**src/rtl/r4_butterfly.sv**
```systemverilog
// Radix-4 DIT butterfly: two-stage pipeline (partial sums, then twiddle combine
// with (v+2)>>>2 rounding) plus a per-frame group index on the output.
module r4_butterfly #(
    parameter int DW  = 17,
    parameter int GRP = 4
) (
    input  logic            clk,
    input  logic            rst_n,
    input  logic            s_p_flag_in,
    input  logic [8*DW-1:0] data_in_1,
    output logic [8*DW-1:0] data_out_1,
    output logic            bfly_flag_out,
    output logic [1:0]      grp_idx,
    output logic            frame_last
);

    localparam logic [1:0]             LAST = 2'(GRP - 1);
    localparam logic signed [DW+1:0]   RND  = (DW+2)'(2);

    function automatic logic signed [DW:0] sext1(input logic [DW-1:0] v);
        return {v[DW-1], v};
    endfunction

    function automatic logic signed [DW+1:0] sext2(input logic signed [DW:0] v);
        return {v[DW], v};
    endfunction

    // Round half up by 1/4; the low DW bits are exact even at the wrap corner.
    function automatic logic [DW-1:0] rnd_scale(input logic signed [DW+1:0] v);
        logic signed [DW+1:0] sum;
        sum = v + RND;
        return DW'(sum >>> 2);
    endfunction

    logic signed [DW:0]   xr [4];
    logic signed [DW:0]   xi [4];
    logic signed [DW:0]   s_re_p1_d [4];
    logic signed [DW:0]   s_im_p1_d [4];
    logic signed [DW:0]   s_re_p1_q [4];
    logic signed [DW:0]   s_im_p1_q [4];
    logic                 vld_p1_q;

    logic signed [DW+1:0] s0r, s0i, s1r, s1i, s2r, s2i, s3r, s3i;
    logic signed [DW+1:0] x0r, x0i, x1r, x1i, x2r, x2i, x3r, x3i;
    logic [8*DW-1:0]      data_p2_d;
    logic [8*DW-1:0]      data_p2_q;
    logic                 vld_p2_q;
    logic [1:0]           grp_q;
    logic                 last_q;
    logic [1:0]           cnt_q, cnt_d;

    // Stage 1: partial sums of the even and odd input pairs
    always_comb begin
        for (int k = 0; k < 4; k++) begin
            xr[k] = sext1(data_in_1[2*DW*k + DW +: DW]);
            xi[k] = sext1(data_in_1[2*DW*k +: DW]);
        end
        s_re_p1_d[0] = xr[0] + xr[2];
        s_im_p1_d[0] = xi[0] + xi[2];
        s_re_p1_d[1] = xr[0] - xr[2];
        s_im_p1_d[1] = xi[0] - xi[2];
        s_re_p1_d[2] = xr[1] + xr[3];
        s_im_p1_d[2] = xi[1] + xi[3];
        s_re_p1_d[3] = xr[1] - xr[3];
        s_im_p1_d[3] = xi[1] - xi[3];
    end

    // Stage 2: combine with the -j / +j rotations, then scale by 1/4
    always_comb begin
        s0r = sext2(s_re_p1_q[0]);
        s0i = sext2(s_im_p1_q[0]);
        s1r = sext2(s_re_p1_q[1]);
        s1i = sext2(s_im_p1_q[1]);
        s2r = sext2(s_re_p1_q[2]);
        s2i = sext2(s_im_p1_q[2]);
        s3r = sext2(s_re_p1_q[3]);
        s3i = sext2(s_im_p1_q[3]);
        x0r = s0r + s2r;
        x0i = s0i + s2i;
        x2r = s0r - s2r;
        x2i = s0i - s2i;
        x1r = s1r + s3i;
        x1i = s1i - s3r;
        x3r = s1r - s3i;
        x3i = s1i + s3r;
        data_p2_d = {rnd_scale(x3r), rnd_scale(x3i), rnd_scale(x2r), rnd_scale(x2i),
                     rnd_scale(x1r), rnd_scale(x1i), rnd_scale(x0r), rnd_scale(x0i)};
        cnt_d = (cnt_q == LAST) ? 2'd0 : cnt_q + 2'd1;
    end

    always_ff @(posedge clk) begin
        if (rst_n) begin
            for (int k = 0; k < 4; k++) begin
                s_re_p1_q[k] <= '0;
                s_im_p1_q[k] <= '0;
            end
            vld_p1_q  <= 1'b0;
            data_p2_q <= '0;
            vld_p2_q  <= 1'b0;
            grp_q     <= 2'd0;
            last_q    <= 1'b0;
            cnt_q     <= 2'd0;
        end else begin
            vld_p1_q <= s_p_flag_in;
            if (s_p_flag_in) begin
                for (int k = 0; k < 4; k++) begin
                    s_re_p1_q[k] <= s_re_p1_d[k];
                    s_im_p1_q[k] <= s_im_p1_d[k];
                end
            end
            vld_p2_q <= vld_p1_q;
            if (vld_p1_q) begin
                data_p2_q <= data_p2_d;
                grp_q     <= cnt_q;
                last_q    <= (cnt_q == LAST);
                cnt_q     <= cnt_d;
            end else begin
                last_q    <= 1'b0;
            end
        end
    end

    assign data_out_1    = data_p2_q;
    assign bfly_flag_out = vld_p2_q;
    assign grp_idx       = grp_q;
    assign frame_last    = last_q;

endmodule

```
**config.mk**
```make
export PLATFORM = sky130hd
export DESIGN_NAME = r4_butterfly
export DESIGN_NICKNAME = d
export VERILOG_FILES = /design/src/rtl/r4_butterfly.sv
export SDC_FILE = /design/constraint.sdc
export NUM_CORES = 1
export LEC_CHECK = 0
export ABC_AREA = 1
export CAP_MARGIN = 20
export CORE_MARGIN = 5
export CORE_UTILIZATION = 45
export CTS_CLUSTER_SIZE = 24
export DETAILED_ROUTE_END_ITERATION = 6
export GPL_TIMING_DRIVEN = 0
export PLACE_DENSITY = 0.68
export SLEW_MARGIN = 20
export SYNTH_ARGS = -nofsm -noshare
export SYNTH_HDL_FRONTEND = slang
export SYNTH_SLANG_ARGS = --single-unit
```
**constraint.sdc**
```tcl
create_clock -name clk -period 8.4 [get_ports clk]
set_clock_uncertainty 0.05 [all_clocks]
set_input_delay 1.68 -clock clk [delete_from_list [all_inputs] [get_ports clk]]
set_output_delay 1.68 -clock clk [all_outputs]
set_load 0.005 [all_outputs]
```
* After elaboration in Yosys (flattened, before gate mapping) *
Memory sizes are Yosys's and may differ from the RTL's.
Cells that the tools add are included.

cells by class
  $add $sub $neg = 25
  multipliers = 0
  div/mod/pow operators = 0
  order comparisons = 0
  equal/unequal tests = 1
  shift operators = 0
  mux-type cells = 14
  bitwise gates (word level) = 9
  reductions and logical operators = 1

operator list
  kind                                            number
  adder 19 x 3 -> 19 bit (second input constant)  8
  2-to-1 mux 18 bit                               8
  adder 18 x 18 -> 19 bit                         4
  subtractor 18 x 18 -> 19 bit                    4
  adder 17 x 17 -> 18 bit                         4
  subtractor 17 x 17 -> 18 bit                    4
  bitwise OR 1 bit                                8
  2-to-1 mux 1 bit                                5
  adder 2 x 1 -> 2 bit (second input constant)    1
  equality test 2 bit (second input constant)     1
  2-to-1 mux 2 bit                                1
  OR reduction 2 bit                              1
  inverter 1 bit                                  1

word-level totals
  register bits after elaboration = 143
  bits in latches = 0
  RAM bits = 144
  bits in read-only memories = 0
  input port bits = 139
  word-level logic and storage cells = 58
  memories kept = 2

memories
  name       words  width  rd ports  clocked after memory_dff  wr ports  line  text
  s_im_p1_q  4      18     4         0                         4         40    logic signed [DW:0] s_im_p1_q [4];
  s_re_p1_q  4      18     4         0                         4         39    logic signed [DW:0] s_re_p1_q [4];

* Longest topological paths before layout *
  depth in word-level cells = 4
  depth in mapped cells = 16

* Least setup slack after synthesis *
Ideal clock, no wire load.

  path type = input to register
  start point = in rst_n
  end point = mem s_im_p1_q[0][0] (netlist name) (enable)
  arrival time = 4.557 ns
  slack = 2.600 ns
  stages on the path = 4
  path through = buf_2 clkinv_1 clkbuf_1 nand2_1

RTL lines
  item                line  text
  start: declaration  8     input logic rst_n,
  end: declaration    40

==> out/metrics.yaml <==
outcome:
  status: "complete, but fails checks"
  failed_checks: "design-rule violations"
synth:
  async_flop_share: 0
  ys_warn_count: 0
  netlist_area_sq_um: 27200
  synth_area_per_cell_sq_um: 6.679
  synth_ff_type: "dfxtp_1"
  ys_seq_area_frac: 0.2598
  synthCells: 4073
  ys_ff_latch: 283
  synth_area_leader_cell: "ha_1"
  syn-num-nets: 4629
  synth_edf_count: 140
  netlist.area_leader.share: 0.1844
  ys_types: 43
  netlist_top_cells_area: "ha_1 (18%), edfxtp_1 (15%), nand2_1 (11%)"
worst_setup_path:
  cp_max_fo: 4
  worst_ep_arrival_time_ns: 4.15
  slowest_delay_ns: 0.46
  cp_top_family: "compound AO/OA/AOI/OAI gates"
  r2r-end: "data_out_1[81]"
  reg2reg_slack_ns: 5.41
  worstSetupPathType: "primary input to register"
  worstReg2RegStart: "s_im_p1_q[2][1]"
  worstPathCellList: "clkdlybuf4s50_1 > inv_1 > ha_1 > inv_1 > fa_1 > nand2_1 > nand2_1 > o21ai_1 > o21bai_1 > a21oi_1 > o21ai_0 > nor2_1"
  cp_slowest_cell: "clkdlybuf4s50_1"
  cp_num_buf_inv: 3
  cp-end-kind: "register"
  required_ns: 8.68
  cp-start-kind: "primary input"
  r2r_cells: 15
power_and_ir_drop:
  clkPwrFrac: 0.267
  combPwrFrac: 0.433
  total_power_mw: 5.760
  peakVddDrop_v: 0.0001382
  powerDensity_nw_per_um2: 179.0
  p_sw_frac: 0.4036
  seq_power_share: 0.301
  switchingPower_mw: 2.325
  power.leakage_nw: 16.58
  internal_power_mw: 3.435
die:
  die_h_um: 255.9
  row_count: 90
  die-area_sq_um: 65470
  design.core.area_sq_um: 60130
  io_pins: 279
  start_util: 0.4524
  die_w_um: 255.9
grt:
  grt_pass1_wl_mm: 142.7
  grt_overflow: 0
  grtUsageTotal: 0.2767
  grt_pass1_vias: 25040
  antenna_found_initial: 5
  grt_max_degree: 38
timing:
  worst_slack_ns: 4.538
  whs_ns: 0.4278
  finalSetupTns_ns: 0
  post-route-min-period_ns: 3.862
  fin_crit_sh: 0.4597
  finalHoldViolCount: 0
  clock.fmax_mhz: 258.9
  setup_viol: 0
  rsz0062_at_grt: "no"
  max_slew_margin: 0.2474
  worst_pin_slew_ns: 1.129
  maxSlewViolCount: 0
drt:
  dr_wl_met3_mm: 6.793
  top_layer_used: "met4"
  initialDrtViolationCount: 2325
  routed_wl_mm: 95.04
  routed_via_density: 5.200
  ant_nets: 0
  dr_wl_met2_mm: 43.16
  drc: 12
  wl_per_cell_um: 18.29
  route.vias.total: 27024
  met1_length_mm: 42.89
  firstDrtPassIters: 7
clock_network:
  clk_pin_slew_ns: 0.06
  cts_buffer_depth: 3
  cts_made_buffers: 34
  cts_resized: 0
  htreeDepth: 2
  post_cts.repair.setup_buffers: 0
  clk_latency_ns: 0.56
  hold_buffers: 0
  clock_sinks: 283
  cts_root_buffer: "clkbuf_16"
  cts_tree: "yes"
final_layout:
  layoutNonFillerInstCount: 5197
  syn2layout_area_growth_pct: 18.30
  drive_gt1_frac: 0.03398
  fin_nets: 4945
hold_path:
  min_from: "grp_idx[0]"
  whs_path_depth: 2
  hold_end: "grp_idx[0]"
  hp-class: "register to register"
placed_design:
  pre_cts_slack_ns: 4.076
  portBuffers: 277
  post-dp-hpwl_mm: 79.19
  placed_cells: 5135
  gp_congestion: 0.9631
flow_run:
  cap_violations: 0
[metrics by stage]
step,utilization,area [sq um]
2_1_floorplan,-,27200
3_3_place_gp,0.5148,30950
3_5_place_dp,0.5159,31020
4_1_cts,0.5351,32180
5_1_grt,0.5351,32180
6_report,0.5352,32180
[registers in the layout, indices dropped and copies added (netlist names)]
register,flops
grp_idx,2
bfly_flag_out,1
frame_last,1
s_re_p1_q,70
data_out_1,136
s_im_p1_q,70
cnt_q,2
vld_p1_q,1
[area by class of cell]
cell class | instances | area [sq um]
flip-flops and latches | 283 | 7067
repair buffers | 280 | 2833
plain buffers | 102 | 467.9
clock buffers | 47 | 980.9
fillers | 6128 | 27950
inverters | 709 | 2661
diodes | 1 | 2.502
clock inverters | 14 | 175.2
multi-input cells | 2979 | 17020
well taps | 782 | 978.4
[layer usage]
| metal | vias up | track usage |
|---|---|---|
| met5 | - | 0 |
| met4 | 0 | 0.06267 |
| met3 | 103 | 0.04064 |
| met2 | 882 | 0.4607 |
| met1 | 12277 | 0.3826 |
| li1 | 13762 | - |
[worst max-delay path by stage]
stage,from,slack [ns],endpoint,cells after the start
6_report,data_in_1[17],4.54,s_re_p1_q[1][10],12
5_1_grt,data_in_1[17],4.51,s_re_p1_q[1][10],12
4_1_cts,data_in_1[17],4.66,s_re_p1_q[1][10],12
3_5_place_dp,data_in_1[17],4.08,s_re_p1_q[1][10],12
3_3_place_gp,rst_n,0.12,s_im_p1_q[1][2],4
2_1_floorplan,rst_n,2.60,s_im_p1_q[0][0],4
[cell usage after synthesis, drive strengths merged, types with 11 or more instances]
cell type  number
o211ai         11
edfxtp        140
nor3           21
a21o           12
o21bai         11
nand2         798
fa             16
o21a           39
ha            401
nand4          16
xor2           25
and2           21
nor2          583
a21oi         390
dfxtp         143
inv           704
nand3         301
xnor2          31
o21ai         273
buf            67
clkbuf         35
[layout by cell type, fill, tap and decap left out, types with 7 or more instances in the layout]
master | synthesis | routed
fa_1 | 16 | 16
buf_1 | 9 | 9
xnor2_1 | 31 | 31
a21oi_1 | 387 | 387
clkbuf_16 | 0 | 35
edfxtp_1 | 140 | 140
xor2_1 | 25 | 25
ha_1 | 401 | 401
nor3_1 | 21 | 21
buf_2 | 55 | 55
o21a_1 | 39 | 39
o21ai_0 | 252 | 252
nor4_1 | 7 | 7
clkdlybuf4s50_1 | 0 | 277
nor2_1 | 573 | 573
nor2_2 | 9 | 9
clkbuf_1 | 32 | 37
o21ai_1 | 16 | 16
dfxtp_1 | 143 | 143
a21o_1 | 12 | 12
nand4_1 | 16 | 16
and2_1 | 21 | 21
nand2_1 | 797 | 796
nand3_1 | 299 | 299
o211ai_1 | 11 | 11
inv_1 | 699 | 699
o21bai_1 | 10 | 10
[worst register-to-register path, cell delays in order, from the launching register on]
cell	delay, ns
edfxtp_1	0.41
inv_1	0.06
ha_1	0.34
a21boi_1	0.37
inv_1	0.11
fa_1	0.46
inv_1	0.12
nand3_1	0.07
nand2_1	0.14
nand2_1	0.06
nand2_1	0.11
nand3_1	0.11
nand3_1	0.12
nand2_1	0.05
nor2_1	0.22
nor2_1	0.06
[power groups by stage]
stage	logic, mW	clock network (mW)	registers (mW)
2_1_floorplan	1.64	0	1.70
3_3_place_gp	2.43	0	1.76
6_report	2.49	1.54	1.73
4_1_cts	2.46	1.56	1.73
5_1_grt	2.79	1.61	1.74
3_5_place_dp	2.44	0	1.76
[kinds of logic (layout without fill, tap and decap cells)]
logic type,count (synthesis),count (layout),share of synthesized area
other,0,1,0
DFF,283,283,0.2598
AOI/OAI and AO/OA,748,748,0.1467
xor gates and xnor gates,56,56,0.01803
adders and majority gates,417,417,0.1962
and+or+nand+nor,1758,1758,0.2642
buffers and inverters,811,1152,0.1150
(Power assumes the default switching activity.)
